$ cat src/rtl/util_fifo_pkg.sv
// Shared constants and helpers for the parametrised utility FIFO.
package util_fifo_pkg;

  localparam int UTIL_FIFO_DATA_W = 64;
  localparam int UTIL_FIFO_DEPTH  = 16;

  // Occupancy needs one bit more than the pointers to represent DEPTH itself.
  function automatic int fifo_count_w(input int depth);
    return $clog2(depth) + 1;
  endfunction

endpackage

$ cat src/rtl/util_fifo_ram.sv
// Simple dual-port register array: synchronous write, synchronous (registered) read.
module util_fifo_ram
  import util_fifo_pkg::*;
#(
  parameter  int DATA_W = UTIL_FIFO_DATA_W,
  parameter  int DEPTH  = UTIL_FIFO_DEPTH,
  localparam int ADDR_W = $clog2(DEPTH)
) (
  input  logic              clk,
  input  logic              reset,
  input  logic              we,
  input  logic [ADDR_W-1:0] waddr,
  input  logic [DATA_W-1:0] wdata,
  input  logic              re,
  input  logic [ADDR_W-1:0] raddr,
  output logic [DATA_W-1:0] rdata
);

  logic [DATA_W-1:0] mem_q [DEPTH];
  logic [DATA_W-1:0] rdata_q, rdata_d;

  // NOTE: the storage array is deliberately left without reset; only the read register is cleared.
  always_ff @(posedge clk) begin
    if (we) mem_q[waddr] <= wdata;
  end

  always_comb begin
    rdata_d = rdata_q;
    if (re) rdata_d = mem_q[raddr];
  end

  // NOTE: sequential state is updated with non-blocking assignments only, so every flop samples pre-edge values.
  always_ff @(posedge clk) begin
    if (reset) rdata_q <= '0;
    else       rdata_q <= rdata_d;
  end

  assign rdata = rdata_q;

endmodule

$ cat src/rtl/util_fifo_param.sv
// Parametrised single-clock FIFO with occupancy, threshold flags and sticky errors.
// Define UTIL_FIFO_FWFT_EN for first-word fall-through output; default is registered read.
module util_fifo_param
  import util_fifo_pkg::*;
#(
  parameter  int DATA_W    = UTIL_FIFO_DATA_W,
  parameter  int DEPTH     = UTIL_FIFO_DEPTH,
  parameter  int AF_THRESH = DEPTH - 2,
  parameter  int AE_THRESH = 2,
  localparam int ADDR_W    = $clog2(DEPTH)
) (
  input  logic              clk,
  input  logic              reset,
  input  logic              wr_en,
  input  logic [DATA_W-1:0] din,
  input  logic              rd_en,
  input  logic              err_clr,
  output logic [DATA_W-1:0] dout,
  output logic              full,
  output logic              empty,
  output logic              almost_full,
  output logic              almost_empty,
  output logic [ADDR_W:0]   count,
  output logic              overflow,
  output logic              underflow
);

  localparam int CNT_W = fifo_count_w(DEPTH);
  localparam logic [CNT_W-1:0] FULL_CNT = CNT_W'(DEPTH);
  localparam logic [CNT_W-1:0] AF_CNT   = CNT_W'(AF_THRESH);
  localparam logic [CNT_W-1:0] AE_CNT   = CNT_W'(AE_THRESH);

  logic              wr_acc, rd_acc;
  logic [ADDR_W-1:0] wr_ptr_q, wr_ptr_d, rd_ptr_q, rd_ptr_d;
  logic [CNT_W-1:0]  count_q, count_d;
  logic              full_q, full_d, empty_q, empty_d;
  logic              af_q, af_d, ae_q, ae_d;
  logic              ovf_q, ovf_d, udf_q, udf_d;
  logic              ram_re;
  logic [ADDR_W-1:0] ram_raddr;
  logic [DATA_W-1:0] ram_rdata;

  // NOTE: every always_comb output gets a default first, so no path can infer a latch.
  always_comb begin
    rd_acc   = rd_en & ~empty_q;
    wr_acc   = wr_en & (~full_q | rd_acc);
    wr_ptr_d = wr_acc ? wr_ptr_q + ADDR_W'(1) : wr_ptr_q;
    rd_ptr_d = rd_acc ? rd_ptr_q + ADDR_W'(1) : rd_ptr_q;

    count_d = count_q;
    unique case ({wr_acc, rd_acc})
      2'b10:   count_d = count_q + CNT_W'(1);
      2'b01:   count_d = count_q - CNT_W'(1);
      default: count_d = count_q;
    endcase

    // Flags follow next-count so they line up with count in the same cycle.
    full_d  = (count_d == FULL_CNT);
    empty_d = (count_d == '0);
    af_d    = (count_d >= AF_CNT);
    ae_d    = (count_d <= AE_CNT);

    // Set wins over clear when both happen in one cycle.
    ovf_d = (wr_en & ~wr_acc) | (ovf_q & ~err_clr);
    udf_d = (rd_en & empty_q) | (udf_q & ~err_clr);
  end

  always_ff @(posedge clk) begin
    if (reset) begin
      wr_ptr_q <= '0;
      rd_ptr_q <= '0;
      count_q  <= '0;
      full_q   <= 1'b0;
      empty_q  <= 1'b1;
      af_q     <= 1'b0;
      ae_q     <= 1'b1;
      ovf_q    <= 1'b0;
      udf_q    <= 1'b0;
    end else begin
      wr_ptr_q <= wr_ptr_d;
      rd_ptr_q <= rd_ptr_d;
      count_q  <= count_d;
      full_q   <= full_d;
      empty_q  <= empty_d;
      af_q     <= af_d;
      ae_q     <= ae_d;
      ovf_q    <= ovf_d;
      udf_q    <= udf_d;
    end
  end

`ifdef UTIL_FIFO_FWFT_EN
  // The RAM prefetches the next head; a word written straight into the head slot bypasses it.
  logic              byp_load;
  logic              byp_sel_q, byp_sel_d;
  logic [DATA_W-1:0] byp_q, byp_d;

  always_comb begin
    byp_load  = wr_acc && (wr_ptr_q == rd_ptr_d);
    ram_re    = (count_d != '0) && !byp_load;
    byp_d     = byp_load ? din : byp_q;
    byp_sel_d = byp_sel_q;
    if (byp_load)    byp_sel_d = 1'b1;
    else if (ram_re) byp_sel_d = 1'b0;
  end

  always_ff @(posedge clk) begin
    if (reset) begin
      byp_q     <= '0;
      byp_sel_q <= 1'b0;
    end else begin
      byp_q     <= byp_d;
      byp_sel_q <= byp_sel_d;
    end
  end

  assign ram_raddr = rd_ptr_d;
  assign dout      = byp_sel_q ? byp_q : ram_rdata;
`else
  assign ram_re    = rd_acc;
  assign ram_raddr = rd_ptr_q;
  assign dout      = ram_rdata;
`endif

  util_fifo_ram #(
    .DATA_W (DATA_W),
    .DEPTH  (DEPTH)
  ) u_ram (
    .clk   (clk),
    .reset (reset),
    .we    (wr_acc),
    .waddr (wr_ptr_q),
    .wdata (din),
    .re    (ram_re),
    .raddr (ram_raddr),
    .rdata (ram_rdata)
  );

  assign full         = full_q;
  assign empty        = empty_q;
  assign almost_full  = af_q;
  assign almost_empty = ae_q;
  assign count        = count_q;
  assign overflow     = ovf_q;
  assign underflow    = udf_q;

endmodule

$ cat config.mk
export PLATFORM = sky130hd
export DESIGN_NAME = util_fifo_param
export DESIGN_NICKNAME = d
export VERILOG_FILES = /design/src/rtl/util_fifo_pkg.sv /design/src/rtl/util_fifo_ram.sv /design/src/rtl/util_fifo_param.sv
export SDC_FILE = /design/constraint.sdc
export NUM_CORES = 1
export LEC_CHECK = 0
export BUFFER_PORTS_ARGS = -buffer_cell sky130_fd_sc_hd__buf_4
export CORE_MARGIN = 4
export CORE_UTILIZATION = 54
export DETAILED_ROUTE_END_ITERATION = 12
export PLACE_DENSITY = 0.82
export SLEW_MARGIN = 20
export SYNTH_ARGS = -nofsm -noshare
export SYNTH_HDL_FRONTEND = slang
export SYNTH_HIERARCHICAL = 1
export SYNTH_SLANG_ARGS = --single-unit
export TNS_END_PERCENT = 5
$ cat constraint.sdc
create_clock -name clk -period 20.4 [get_ports clk]
set_input_delay 4.08 -clock clk [delete_from_list [all_inputs] [get_ports clk]]
set_output_delay 4.08 -clock clk [all_outputs]
set_load 0.02 [all_outputs]
==> impl_metrics.json <==
{
  "asyncSetResetFlopFracSynth_pct": 0,
  "detail_route.first_pass.iterations": 5,
  "synth_compound_area_share_pct": 4.124,
  "finalSetupTns_ns": 0,
  "finalWirelength_microns": 92320,
  "fill_cells": 5189,
  "drtAntennaViolNets": 0,
  "drt-wirelength-per-cell_microns": 24.42,
  "synth.area.mux_share_pct": 12.15,
  "critPathSlowestCell": "nor2_4",
  "post_cts.repair.setup_buffers": 0,
  "first_global_vias": 23302,
  "clock_path_buffers": 3,
  "globalRoute.totalOverflow": 0,
  "resized_gates_after_cts": 0,
  "tritoncts.num_buffers": 103,
  "clkSlewWorstSetupHoldPaths_ns": 0.06,
  "yosys.area_share.xor_xnor_pct": 0.2236,
  "ys_types": 49,
  "critical_path.n_buffers_inverters": 2,
  "areaGrowthSynthToFinish_pct": 12.81,
  "post_synth_fa_ha_maj_area_fraction_pct": 0.1471,
  "post-synth-top-area-fraction_pct": 72.29,
  "holdWs_ns": 0.4597,
  "finalCritPeriodShare_pct": 32.83,
  "syn_nets": 2574,
  "floorplan.core_area_sq_um": 77720,
  "initial_utilization_pct": 54.73,
  "cts.root.buffer_cell": "clkbuf_16",
  "vdd_drop_max_uv": 67.72,
  "critical_path_peak_fanout": 38,
  "routabilityCongestion": 0.7520,
  "relSlewSlack_pct": 24.85,
  "worst_path_dominant_cell_family": "simple AND/OR/NAND/NOR gates",
  "power.leakage_nw": 15.11,
  "reg2reg_setup_slack_ns": 15.94,
  "grt_util_all_layers_pct": 21.82,
  "critPathRequiredTime_ns": 20.67,
  "final_core_occ_pct": 61.74,
  "grt_start_max_net_pins": 142,
  "critical_path.cell_chain": "buf_4 > nand2b_1 > a21boi_2 > or3b_2 > nor2_4 > buf_4",
  "clock_tree.htree_level_count": 3,
  "worstRegToRegCells": 7,
  "rsz0062_at_grt": "false",
  "vias": 22719,
  "synth_enable_flop_cells": 1024,
  "startpoint": "rd_en",
  "slowest_delay_ns": 0.80,
  "synth_area_leaders": "edfxtp_1, mux2i_1, dfxtp_1",
  "worst_setup_path_endpoint": "u_ram/mem_q[3][44]",
  "yosys_most_used_dff": "edfxtp_1",
  "die_height_microns": 288.7,
  "tritoncts_clock_tree": "built",
  "critPathArrivalTime_ns": 6.97,
  "cts.sink_count": 1107,
  "rows": 102,
  "clock_latency_on_the_worst_skew_pair_ns": 0.67,
  "final-max-slew-violation-count": 0,
  "final_number_of_hold_violating_endpoints": 0,
  "period_needed_ns": 6.698,
  "die_x_microns": 288.7,
  "worstSetupEndpointType": "register",
  "critical_path_cell_count": 6,
  "cap_violations": 0,
  "post_route_cells_drive_above_1_share_pct": 13.58,
  "finClkSkew_ns": 0.02724,
  "numPortBuffers": 143,
  "startpoint_class_of_the_critical_path": "primary input",
  "tightestPinTransition_ns": 1.127,
  "synth_top_family_by_area": "multiplexers",
  "cellPowerDensity_nw_per_um2": 100.1,
  "rr_endpoint": "u_ram/rdata[39]",
  "avgSynthCellArea_sq_um": 17.01,
  "synth_warnings": 6,
  "yosys.area.top_type": "edfxtp_1",
  "report.final.setup_viol": 0,
  "postSynthCellCount": 2500,
  "hold_path.class": "register to register",
  "avg_vias_per_cell": 6.009,
  "postLayoutSetupSlackWorst_ns": 13.70,
  "drcViolationCount": 0,
  "antenna_violations_before_repair": 2,
  "design.die.area_sq_um": 83320,
  "r2r-start": "ram_raddr[2]",
  "critical_path_class": "primary input to register",
  "post_placement_setup_slack_ns": 13.01,
  "grt_pass1_wl_microns": 138300,
  "final_net_count": 2724,
  "num_io_pins": 144,
  "combined_area_of_all_synthesized_cells_sq_um": 42530,
  "drt_iter0_drc": 2389,
  "crit_top_cell": "buf_4",
  "ys_ff_latch": 1107,
  "post-dp-hpwl_microns": 46470,
  "register_area_share_after_synthesis_pct": 76.20,
  "clock.fmax_mhz": 149.3,
  "synth_simple_gate_area_share_pct": 4.754,
  "cts_hold_buffers": 0,
  "totalPowerFinal_w": 0.004804,
  "outcome": "completed"
}
[tightest hold or removal path, stage by stage, from the launching register on]
cell,delay (ns)
dfxtp_1,0.33
nand2_1,0.05
nand3_1,0.06
[per-layer routing]
metal | vias to the layer above | routed length, microns | GRT usage [%]
met5 | - | 0 | 0
met4 | 0 | 2685 | 7.782
met2 | 1018 | 47220 | 37.73
met3 | 188 | 7079 | 3.654
li1 | 10010 | - | -
met1 | 11503 | 35340 | 28.11
[state kept, by name (all words and copies together), names as in the netlist, 4 cells and up]
register     flops
u_ram/mem_q   1024
u_ram/rdata     64
count            5
ram_raddr        4
wr_ptr_q         4
[cells by family (layout without fill, tap and decap cells)]
kind of cell	count (synthesis)	after routing
DFF	1107	1107
muxes	516	516
other	0	2
buffers and inverters	142	381
and+or+nand+nor	446	446
AOI/OAI and AO/OA	274	274
adders and majority gates	5	5
xor gates and xnor gates	10	10
[cells in the mapped netlist, types with 6 or more instances]
library cell,number
nand2_1,198
buf_12,6
nor2_1,26
nand3_1,193
dfxtp_1,83
edfxtp_1,1024
clkbuf_1,48
buf_2,11
buf_1,11
a22oi_1,129
mux2i_1,515
a21oi_1,130
buf_6,30
buf_4,25
[layout make-up]
type                            instances  area, sq um  share of cell area (%)
Clock inverter                         56        680.7                   1.419
Timing Repair Buffer                  182         1486                   3.098
Antenna cell                            2        5.005                 0.01043
Inverter                                5        18.77                 0.03911
Clock buffer                          138         2831                   5.901
Sequential cell                      1107        32410                   67.55
Multi-Input combinational cell       1251         9245                   19.27
Tap cell                             1040         1301                   2.712
[worst min path at each step]
stage               startpoint         endpoint  slack [ns]  depth (start not counted)
2_1_floorplan     ram_raddr[1]     ram_raddr[1]        0.49                          2
3_3_place_gp   u_ram/rdata[32]  u_ram/rdata[32]        0.45                          2
3_5_place_dp   u_ram/rdata[60]  u_ram/rdata[60]        0.45                          2
4_1_cts        u_ram/rdata[20]  u_ram/rdata[20]        0.46                          2
5_1_grt        u_ram/rdata[29]  u_ram/rdata[29]        0.48                          2
6_report       u_ram/rdata[20]  u_ram/rdata[20]        0.46                          2
[power breakdown]
part / total [W] / switching [W] / internal [W]
sequential: 0.00257 / 0.0000335 / 0.00254
clock: 0.00195 / 0.000809 / 0.00115
combinational: 0.000279 / 0.000186 / 0.0000925
[through the flow]
stage | area [sq um] | std cells
2_1_floorplan | 42530 | 2500
3_5_place_dp | 44320 | 3580
6_report | 47980 | 3781
3_3_place_gp | 44320 | 3580
5_1_grt | 47980 | 3780
4_1_cts | 47830 | 3774
[cells in the final DEF, fill, tap and decap left out, drive strengths merged, types with 26 or more instances in the layout]
cell type / count
edfxtp: 1024
dfxtp: 83
clkinv: 32
clkbuf: 138
a22oi: 129
a21oi: 131
buf: 182
nand2: 198
nand3: 193
mux2i: 515
nor2: 26
No activity file was read; power rests on OpenSTA's default activity.
